**config.mk**
```make
export PLATFORM = sky130hd
export DESIGN_NAME = hybrid_control_sequencer
export DESIGN_NICKNAME = d
export VERILOG_FILES = /design/src/rtl/hybrid_control_sequencer.sv
export SDC_FILE = /design/constraint.sdc
export NUM_CORES = 1
export LEC_CHECK = 0
export ABC_AREA = 0
export BUFFER_PORTS_ARGS = -buffer_cell sky130_fd_sc_hd__clkbuf_2
export CAP_MARGIN = 30
export CELL_PAD_IN_SITES_DETAIL_PLACEMENT = 1
export CELL_PAD_IN_SITES_GLOBAL_PLACEMENT = 2
export CORE_MARGIN = 8
export CORE_UTILIZATION = 39
export CTS_CLUSTER_SIZE = 8
export DETAILED_ROUTE_END_ITERATION = 7
export GPL_TIMING_DRIVEN = 0
export PLACE_DENSITY_LB_ADDON = 0.2
export SLEW_MARGIN = 0
export SYNTH_ARGS = -nofsm -noshare
export SYNTH_HDL_FRONTEND = slang
export SYNTH_SLANG_ARGS = --single-unit
```
**constraint.sdc**
```tcl
create_clock -name i_clock -period 10 [get_ports i_clock]
set_input_delay 2 -clock i_clock [delete_from_list [all_inputs] [get_ports i_clock]]
set_output_delay 2 -clock i_clock [all_outputs]
set_load 0.02 [all_outputs]
```
**src/rtl/hybrid_control_sequencer.sv**
```systemverilog
// Start-up / shutdown / fault sequencer for the LLC hybrid controller.
// Rate-limits theta/phi, holds the controller in reset and gates MOSFETs.
module hybrid_control_sequencer #(
    parameter int THETA_START = 170,
    parameter int THETA_MIN   = 90,
    parameter int THETA_MAX   = 179,
    parameter int PHI_MAX     = 60,
    parameter int STEP        = 1,
    parameter int RAMP_DIV    = 5000,
    parameter int PRE_CYCLES  = 1000
) (
    input  logic               i_clock,
    input  logic               i_RESET,
    input  logic               i_enable,
    input  logic               i_fault,
    input  logic               i_clear,
    input  logic signed [31:0] i_theta_ref,
    input  logic signed [31:0] i_phi_ref,
    input  logic [3:0]         i_MOSFET,
    output logic signed [31:0] o_theta,
    output logic signed [31:0] o_phi,
    output logic               o_RESET_ctrl,
    output logic [3:0]         o_MOSFET,
    output logic               o_ready,
    output logic [2:0]         o_state
);

    typedef enum logic [2:0] {
        IDLE      = 3'd0,
        PRECHARGE = 3'd1,
        RAMP      = 3'd2,
        RUN       = 3'd3,
        STOP      = 3'd4,
        FAULT     = 3'd5
    } state_t;

    localparam logic signed [31:0] TH_START = THETA_START;
    localparam logic signed [31:0] TH_MIN   = THETA_MIN;
    localparam logic signed [31:0] TH_MAX   = THETA_MAX;
    localparam logic signed [31:0] PH_MAX   = PHI_MAX;
    localparam logic signed [31:0] STP      = STEP;
    localparam logic signed [31:0] ZERO     = '0;
    localparam logic [31:0]        DIV_LAST = 32'(RAMP_DIV - 1);
    localparam logic [31:0]        PRE_LAST = 32'(PRE_CYCLES - 1);

    state_t             state_q, state_d;
    logic [31:0]        presc_q;
    logic [31:0]        pre_q;
    logic signed [31:0] theta_q, theta_d;
    logic signed [31:0] phi_q, phi_d;
    logic signed [31:0] th_r, ph_r;
    logic               rst_ctrl_q;
    logic               ready_q;
    logic               tick;
    logic               gate_en;

    function automatic logic signed [31:0] step_to(
        input logic signed [31:0] cur,
        input logic signed [31:0] tgt
    );
        logic signed [31:0] diff;
        diff = tgt - cur;
        if (diff <= STP && diff >= -STP) step_to = tgt;
        else if (diff > ZERO)            step_to = cur + STP;
        else                             step_to = cur - STP;
    endfunction

    always_comb begin
        th_r = i_theta_ref;
        if (i_theta_ref < TH_MIN)      th_r = TH_MIN;
        else if (i_theta_ref > TH_MAX) th_r = TH_MAX;
        ph_r = i_phi_ref;
        if (i_phi_ref < ZERO)          ph_r = ZERO;
        else if (i_phi_ref > PH_MAX)   ph_r = PH_MAX;
    end

    assign tick = (presc_q == DIV_LAST);

    always_comb begin
        state_d = state_q;
        if (i_fault) begin
            state_d = FAULT;
        end else begin
            unique case (state_q)
                IDLE:
                    if (i_enable) state_d = PRECHARGE;
                PRECHARGE:
                    if (!i_enable)            state_d = IDLE;
                    else if (pre_q == PRE_LAST) state_d = RAMP;
                RAMP:
                    if (!i_enable) state_d = STOP;
                    else if (theta_q == th_r && phi_q == ph_r) state_d = RUN;
                RUN:
                    if (!i_enable) state_d = STOP;
                STOP:
                    if (i_enable) state_d = RAMP;
                    else if (phi_q == ZERO && theta_q == TH_START) state_d = IDLE;
                FAULT:
                    if (i_clear) state_d = IDLE;
                default:
                    state_d = IDLE;
            endcase
        end
    end

    // STOP unwinds phi before theta; RAMP winds theta before phi.
    always_comb begin
        theta_d = theta_q;
        phi_d   = phi_q;
        if (state_d == FAULT || state_d == IDLE) begin
            theta_d = TH_START;
            phi_d   = ZERO;
        end else if (tick) begin
            case (state_q)
                RAMP:
                    if (theta_q != th_r) theta_d = step_to(theta_q, th_r);
                    else                 phi_d   = step_to(phi_q, ph_r);
                RUN: begin
                    theta_d = step_to(theta_q, th_r);
                    phi_d   = step_to(phi_q, ph_r);
                end
                STOP:
                    if (phi_q != ZERO) phi_d   = step_to(phi_q, ZERO);
                    else               theta_d = step_to(theta_q, TH_START);
                default: ;
            endcase
        end
    end

    always_ff @(posedge i_clock or negedge i_RESET) begin
        if (!i_RESET) begin
            state_q    <= IDLE;
            presc_q    <= '0;
            pre_q      <= '0;
            theta_q    <= TH_START;
            phi_q      <= ZERO;
            rst_ctrl_q <= 1'b0;
            ready_q    <= 1'b0;
        end else begin
            state_q <= state_d;
            if (state_d != state_q || tick) presc_q <= '0;
            else                            presc_q <= presc_q + 32'd1;
            if (state_d != state_q)         pre_q <= '0;
            else if (state_q == PRECHARGE)  pre_q <= pre_q + 32'd1;
            theta_q    <= theta_d;
            phi_q      <= phi_d;
            rst_ctrl_q <= (state_d != IDLE) && (state_d != FAULT);
            ready_q    <= (state_d == RUN);
        end
    end

    assign gate_en      = (state_q == RAMP) || (state_q == RUN) || (state_q == STOP);
    assign o_MOSFET     = i_MOSFET & {4{gate_en & ~i_fault}};
    assign o_theta      = theta_q;
    assign o_phi        = phi_q;
    assign o_RESET_ctrl = rst_ctrl_q;
    assign o_ready      = ready_q;
    assign o_state      = state_q;

endmodule

```
# == Word-level counts from Yosys, hierarchy flattened ==
# Cells that the tools add are included.
# word_totals
inputBits,73
ff_bits,133
elab_cells,112
output_inout_bits,73
# classes
bitwise_logic,3
addsub,10
n_eq_ne,19
muxes,36
n_reduce_logical,21
n_lt_le_gt_ge,16
# op_table
operator,count
32-bit two-way mux,23
32-bit case mux with 3 select lines,2
"32-bit by 1-bit greater-or-equal comparator with 1-bit output, second input constant",4
"32-bit by 1-bit greater-than comparator with 1-bit output, second input constant",4
"32-bit by 2-bit less-or-equal comparator with 1-bit output, second input constant",4
"32-bit by 1-bit adder with 32-bit output, second input constant",2
"32-bit by 2-bit adder with 32-bit output, second input constant",2
32-bit equality test,2
"32-bit by 2-bit subtractor with 32-bit output, second input constant",2
32-bit subtractor,2
"32-bit by 10-bit equality test with 1-bit output, second input constant",1
"32-bit by 13-bit equality test with 1-bit output, second input constant",1
"32-bit by 9-bit equality test with 1-bit output, second input constant",1
"32-bit by 7-bit greater-than comparator with 1-bit output, second input constant",1
"32-bit by 9-bit greater-than comparator with 1-bit output, second input constant",1
32-bit zero test,1
"32-bit by 1-bit < comparator with 1-bit output, second input constant",1
"32-bit by 8-bit < comparator with 1-bit output, second input constant",1
32-bit != test,1
32-bit nonzero test,1
"1-bit by 32-bit subtractor with 32-bit output, first input constant",1
"9-bit by 32-bit subtractor with 32-bit output, first input constant",1
3-bit two-way mux,10
3-bit case mux with 6 select lines,1
15 further kinds,35

# == Logic depth before layout (Yosys ltp) ==
# Gate-level depths: netlist of the first run.
# depth
word_depth,13
ltp_mapped,25
mapped_depth_nobuf,22

# == Worst setup path before layout of the first run ==
# Ideal clock, no wire load.
# synth_path
path_type,in2reg
start,input i_phi_ref[24]
end,"register phi_q[3], in the netlist o_phi[3]"
arrival_time_ns,6.634
path_slack_ns,3.222
setup_ns,0.144
stages,20
path_cell_list,or4_1 -> nor4_1 -> o2111ai_1 -> nor4_1 -> a21oi_1 -> ha_1 -> a21oi_1 -> o211ai_2 -> a21oi_2 -> nor2_1 -> or4_1 -> o21a_1 -> nor4b_2 -> nand4bb_1 -> o21ai_1 -> buf_4 -> buf_2 -> nor3_1 -> o311ai_0 -> a22oi_1
# synth_via
elab_chain_cells,13
elab_cells_between_ends,29
# synth_rtl
item,line,text
start: declaration,18,"input logic signed [31:0] i_phi_ref,"
32-bit by 7-bit greater-than comparator with 1-bit output,74,else if (i_phi_ref > PH_MAX) ph_r = PH_MAX;
32-bit two-way mux,74,
32-bit two-way mux (*),73,if (i_phi_ref < ZERO) ph_r = ZERO;
branches (longest 10 deep; another with 32-bit subtractor),-,
end signal: assignment,146,phi_q <= phi_d;
end: declaration,50,"logic signed [31:0] phi_q, phi_d;"
# Mark *: on every way between the ends. The select of a mux whose other input is x is not followed.
# A chain may end at the register's enable or synchronous reset.

# == Worst setup path after layout of the first run ==
# layout_path
start,input i_phi_ref[24]
end,"register phi_q[6], in the netlist o_phi[6]"
# Same word-level chain as after synthesis.

==> metrics.csv, run 1 <==
stage;metric;value;unit
logic_synthesis;synth_area_leaders;dfrtp_1 (18%), nor2_1 (5.4%), ha_1 (5.2%);
global_route;grt_first_pass_wirelength;128;mm
floorplan;initial_utilization;39.2;%
place;place_inst;3245;
logic_synthesis;synth_top_area_cell;dfrtp_1;
final_layout;stdcell_area;0.0200;mm²
job;drv_cap;0;
sta;rsz0062_at_grt;no;
status;status;finished clean;
logic_synthesis;netlist_area;0.0177;mm²
floorplan;die_w;229;µm
sta;worst_pin_slew;1.03;ns
clock_tree;clk_pin_slew;0.06;ns
logic_synthesis;netlist_instances;2446;
setup_path;crit_family;compound AO/OA/AOI/OAI gates;
sta;final-setup-viol-count;0;
power;ir_drop;137;µV
clock_tree;clockRootBuffer;clkbuf_16;
setup_path;critPathSlowestCell;a311oi_2;
final_layout;mostFrequentLayoutCell;nor2_1;
setup_path;slowest_delay;0.54;ns
sta;timing.hold.ws;0.463;ns
sta;fin_crit_sh;85.5;%
drt;ant_nets;0;
clock_tree;cts-buffers-inserted;17;
power;p_per_area;93.6;mW/mm²
logic_synthesis;synth_edf_count;0;
setup_path;crit_arrival;8.90;ns
clock_tree;cts_setup_buffers;0;
final_layout;area_delta_synth_final;13.3;%
floorplan;fp.coreArea;0.0451;mm²
logic_synthesis;synth_top_area_share;18.3;%
clock_tree;cts_tree;yes;
sta;slew_headroom;31.7;%
floorplan;dieHeight;229;µm
setup_path;required;10.35;ns
drt;num_vias;20900;
global_route;grt_max_degree;73;
setup_path;cpMostUsedCell;o21ai_0;
clock_tree;ctsLongestPathBuffers;2;
clock_tree;holdBufCountCts;0;
setup_path;path_max_fanout;10;
final_layout;layout-drive-gt1-share;12.0;%
sta;slew_violations;0;
global_route;grt_usage;31.0;%
sta;skew;0.0196;ns
clock_tree;insertion_delay;0.49;ns
drt;wl_per_cell;25.6;µm
floorplan;dieArea;0.0524;mm²
sta;hold_viol_final;0;
sta;period_needed;8.55;ns
final_layout;final_nets;2814;
place;hpwl;66.2;mm
setup_path;worst_setup_path_end_kind;flop;
final_layout;final_cells;3278;
logic_synthesis;synthFlopType;dfrtp_1;
logic_synthesis;yosysWarnings;0;
drt;route.detailed.drc;0;
global_route;grt_pass1_vias;21500;
logic_synthesis;syn_avg_cell_area;7.22;µm²
sta;max_freq;117;MHz
setup_path;path_cells;clkbuf_2 -> or4_1 -> nor4_1 -> o2111ai_1 -> nor4_1 -> nor2b_1 -> and2_1 -> ha_1 -> nand2b_1 -> a211oi_1 -> o21ai_0 -> a21boi_0 -> o31a_1 -> o21a_1 -> a311oi_2 -> nand2_1 -> o21ai_1 -> buf_4 -> buf_2 -> buf_2 -> o21ai_0 -> o21ai_0;
sta;tns;0;ns
floorplan;ios;146;
drt;via_per_inst;6.38;
setup_path;cp_num_buf_inv;4;
place;place_area;0.0194;mm²
floorplan;fp-row-count;78;
drt;dr.pass1.iters;6;
final_layout;final_cell_mix;nor2_1 (256), nand2_1 (224), a21oi_1 (145);
place;gp_congestion;0.976;
final_layout;diodes;0;
place;portBuffers;145;
setup_path;critPathLaunchType;primary input;
drt;routed_wl;84.1;mm
logic_synthesis;ys_types;108;
logic_synthesis;ys_async_sr_fraction;100;%
logic_synthesis;ys_seq_area_share;18.9;%
final_layout;final_util;44.4;%
setup_path;path_class;in2reg;
power;power_leakage;8.11;nW
global_route;grt_overflow_total;0;
logic_synthesis;ys_ff_latch;133;
clock_tree;htree_levels;4;
clock_tree;cts_sinks;133;
drt;drtIter0Drc;1538;
clock_tree;post_cts_resized;0;
global_route;antenna_found_initial;1;
worst_hold_path;hold_path.class;reg2reg;
routing by layer:
layer / up-vias / share of wire, % / GRT usage, %
met2: 809 / 47 / 51.6
met5: - / 0.015 / 0
met3: 265 / 5.8 / 5.26
li1: 9502 / - / -
met4: 2 / 6.1 / 18.4
met1: 10300 / 41 / 37.2
synthesized netlist by cell type (all sizes together) (30+ instances only):
| master | n |
|---|---|
| nor2 | 257 |
| nand2 | 227 |
| o21ai | 151 |
| a21oi | 147 |
| nand3 | 133 |
| dfrtp | 129 |
| xnor2 | 104 |
| clkbuf | 102 |
| nor3 | 98 |
| inv | 86 |
| nor4 | 84 |
| nand4 | 82 |
| ha | 74 |
| xor2 | 63 |
| mux2i | 56 |
| buf | 44 |
| and3 | 43 |
| a211oi | 41 |
| o211ai | 38 |
| a21o | 36 |
| a31oi | 30 |
worst register-to-register path, cell delays in order, from the launching register on:
cell and delay (ns):
dfrtp_1 0.58, clkbuf_1 0.42, clkinv_1 0.43, ha_1 0.41, clkbuf_1 0.32, a21oi_1 0.16
o21ai_0 0.43, nor2_1 0.11, a21o_1 0.32, a211oi_1 0.43, or3_1 0.23, nand2_1 0.40
o41ai_4 1.09, nor2_1 0.09, buf_4 0.24, buf_2 0.25, nand2_1 0.24, o22ai_1 0.19
power breakdown:
group          switching (W)  total [W]  leakage (nW)  internal [W]
sequential        0.00000509   0.000547          1.84      0.000542
combinational       0.000430   0.000640          5.98      0.000210
clock               0.000309   0.000686         0.292      0.000377
total               0.000744    0.00187          8.11       0.00113
cell families (layout without fill, tap and decap cells):
group,after synthesis,count (layout),synth area share (%)
XOR/XNOR,167,167,8.28
AO/OA/AOI/OAI,653,653,24.9
flip-flops,133,133,18.9
buffers and inverters,239,424,5.63
multiplexers,75,75,4.39
AND/OR/NAND/NOR,1102,1102,32.4
other,1,48,0.0212
adder cells (fa/ha/maj),76,76,5.47
layout make-up:
type	count	area, µm²
Clock inverter	15	179
Sequential cell	133	3330
Tap cell	600	751
Buffer	146	646
Multi-Input combinational cell	2121	13500
Timing Repair Buffer	153	810
Inverter	93	349
Fill cell	5818	25100
Clock buffer	17	425
flip-flops by register name (all words and copies together) (netlist names):
signal / count
o_state: 3
o_RESET_ctrl: 1
pre_q: 32
o_theta: 32
o_phi: 32
presc_q: 32
o_ready: 1
through the flow:
stage | power (W) | setup WS [ns]
global placement | 0.00115 | 0.936
global route | 0.00195 | 1.15
CTS | 0.00185 | 1.49
floorplan | 0.000969 | 3.22
finish | 0.00187 | 1.45
detailed placement | 0.00117 | 1.02
worst paths after layout:
kind                            cells after the start           from          end  slack (ns)
worst max register to register                     17     o_theta[6]  o_theta[19]        3.48
worst min-delay path                                1     presc_q[0]   presc_q[0]        0.46
min in group asynchronous                           1        i_RESET  presc_q[19]        1.49
worst min register to register                      1     presc_q[0]   presc_q[0]        0.46
worst max-delay path                               22  i_phi_ref[24]     o_phi[6]        1.45
max in group asynchronous                           2        i_RESET    o_phi[15]        7.67
No activity file was read; power rests on OpenSTA's default activity.
==> run 2, diff against run 1 <==
REMOVE_ABC_BUFFERS = 1   (was unset)
==> run 2 against run 1 <==
Against the previous run: power shrank 3.1%; wire length shrank 11%; global-route usage shrank 3.3 points; non-clock buffer count shrank 135; worst setup slack gained 0.24 ns; core utilization shrank 0.81 points; clock skew shrank 0.0075 ns; clock-buffer cell count grew 1; critical endpoint is now o_theta[6].
==> metrics.csv, run 2 (synthesis gave the netlist of run 1 again) <==
stage;metric;value;unit;change
clock_tree;cts-buffers-inserted;17;;unchanged
drt;route.detailed.drc;0;;unchanged
sta;rsz0062_at_grt;no;;
drt;num_vias;20100;;-4.2%
drt;dr.pass1.iters;7;;+1
drt;routed_wl;75.0;mm;-11%
final_layout;layout-drive-gt1-share;11.6;%;-0.38 points
sta;worst_pin_slew;1.12;ns;+0.0984 ns
final_layout;stdcell_area;0.0196;mm²;-1.8%
place;hpwl;58.5;mm;-12%
setup_path;path_cells;clkbuf_2 -> or4_1 -> nor4_1 -> o2111ai_1 -> nor4_1 -> a21oi_1 -> ha_1 -> nand2_1 -> nor4_1 -> nand4_1 -> o31ai_1 -> a221oi_4 -> buf_16 -> nand2b_1 -> nor2_1 -> nand2_1 -> o21ai_0 -> a21boi_0 -> a21bo_2 -> or2_2;;
setup_path;r2r_slack;3.11;ns;-0.37 ns
clock_tree;ctsLongestPathBuffers;2;;unchanged
setup_path;cpMostUsedCell;nor4_1;;
power;p_per_area;92.4;mW/mm²;-1.3%
setup_path;r2r_start;o_phi[1];;
sta;tns;0;ns;unchanged
final_layout;final_nets;2679;;-4.8%
global_route;grt_max_degree;86;;+18%
clock_tree;cts_sinks;133;;unchanged
setup_path;path_class;in2reg;;
floorplan;die_w;229;µm;unchanged
setup_path;worst_setup_path_end_kind;flop;;
drt;ant_nets;0;;unchanged
final_layout;area_delta_synth_final;11.2;%;
status;status;finished clean;;
worst_hold_path;hold_path.class;reg2reg;;
drt;via_per_inst;6.38;;about the same
floorplan;dieArea;0.0524;mm²;unchanged
floorplan;fp-row-count;78;;unchanged
final_layout;mostFrequentLayoutCell;nor2_1;;
global_route;grt_first_pass_wirelength;117;mm;-8.5%
job;drv_cap;0;;unchanged
sta;final-setup-viol-count;0;;unchanged
clock_tree;holdBufCountCts;0;;unchanged
setup_path;crit_arrival;8.75;ns;-0.15 ns
setup_path;crit_family;simple AND/OR/NAND/NOR gates;;
power;ir_drop;144;µV;+5.4%
setup_path;rr_worst_depth;14;;-3
clock_tree;clk_pin_slew;0.07;ns;about the same
setup_path;endpoint;o_theta[6];;
final_layout;diodes;0;;unchanged
power;power_leakage;7.91;nW;-2.4%
drt;drtIter0Drc;1442;;-6.2%
clock_tree;htree_levels;4;;unchanged
global_route;grt_overflow_total;0;;unchanged
global_route;antenna_found_initial;0;;-1
sta;timing.hold.ws;0.457;ns;-0.00620 ns
place;portBuffers;145;;unchanged
clock_tree;post_cts_resized;0;;unchanged
sta;slew_headroom;24.5;%;-7.1 points
final_layout;final_cell_mix;nor2_1 (254), nand2_1 (224), a21oi_1 (144), clkbuf_2 (144), o21ai_0 (137);;
floorplan;ios;146;;unchanged
setup_path;critPathLaunchType;primary input;;
clock_tree;cts_tree;yes;;
floorplan;fp.coreArea;0.0451;mm²;unchanged
sta;fin_crit_sh;83.1;%;-2.4 points
place;place_area;0.0190;mm²;-1.8%
clock_tree;cts_setup_buffers;0;;unchanged
sta;period_needed;8.31;ns;-0.240 ns
clock_tree;insertion_delay;0.49;ns;about the same
setup_path;cp.depth;20;;-9.1%
setup_path;cp_num_buf_inv;2;;-2
sta;max_freq;120;MHz;+2.9%
place;gp_congestion;0.953;;-2.4%
setup_path;rr_endpoint;o_theta[6];;
global_route;grt_usage;27.6;%;-3.3 points
floorplan;dieHeight;229;µm;unchanged
clock_tree;clockRootBuffer;clkbuf_16;;
setup_path;required;10.44;ns;+0.09 ns
drt;wl_per_cell;23.9;µm;-6.9%
setup_path;path_max_fanout;16;;+6
floorplan;initial_utilization;39.2;%;unchanged
global_route;grt_pass1_vias;20400;;-5.1%
setup_path;startpoint;i_phi_ref[24];;
sta;slew_violations;0;;unchanged
setup_path;slowest_delay;0.96;ns;+0.42 ns
sta;skew;0.0121;ns;-0.00748 ns
sta;hold_viol_final;0;;unchanged
setup_path;critPathSlowestCell;nor2_1;;
## run 2: how the worst min path moves through the flow
stage	startpoint	to	slack, ns	cells past startpoint
2_1_floorplan	presc_q[0]	presc_q[0]	0.43	1
3_3_place_gp	presc_q[0]	presc_q[0]	0.45	1
3_5_place_dp	presc_q[0]	presc_q[0]	0.45	1
4_1_cts	presc_q[0]	presc_q[0]	0.46	1
5_1_grt	presc_q[0]	presc_q[0]	0.48	1
6_report	presc_q[0]	presc_q[0]	0.46	1
## run 2: layout make-up
| class | count | area (µm²) |
|---|---|---|
| Tap cell | 600 | 751 |
| Multi-Input combinational cell | 2121 | 13600 |
| Fill cell | 5770 | 25400 |
| Timing Repair Buffer | 164 | 1070 |
| Clock inverter | 14 | 133 |
| Inverter | 93 | 349 |
| Sequential cell | 133 | 3330 |
| Clock buffer | 18 | 439 |
## run 2: per-layer routing
| metal | track usage, % | share of wire [%] | up-vias | wire, µm |
|---|---|---|---|---|
| li1 | - | - | 9241 | - |
| met1 | 34.5 | 43 | 9943 | 32200 |
| met2 | 46.5 | 48 | 699 | 35900 |
| met3 | 4.17 | 4.9 | 169 | 3650 |
| met4 | 12.7 | 4.4 | 0 | 3290 |
| met5 | 0 | 0 | - | 0 |
## run 2: power by group
part / total, W / internal [W] / switching (W)
Combinational: 0.000606 / 0.000217 / 0.000389
Clock: 0.000660 / 0.000336 / 0.000324
Sequential: 0.000549 / 0.000542 / 0.00000753
## run 2: metrics by stage
step	setup slack (ns)	instances	utilization [%]	power [W]
final	1.69	3143	43.6	0.00181
after global routing	1.19	3143	43.6	0.00190
after CTS	1.74	3142	43.5	0.00181
after detailed placement	1.23	3110	42.2	0.00114
after global placement	-1.25	3092	41.4	0.00111
after floorplan	1.38	2347	-	0.000951
## run 2: worst register-to-register path: stages, from the launching register on
cell and delay (ns):
dfrtp_1 0.52, inv_1 0.34, ha_1 0.54, nor4b_1 0.53
nand2_1 0.47, nor4_1 0.83, and2_1 0.26, o21a_1 0.58
nand2b_1 0.50, nor2_1 0.97, nand2_1 0.56, o21ai_0 0.29
a21boi_0 0.12, a21bo_2 0.22, or2_2 0.10
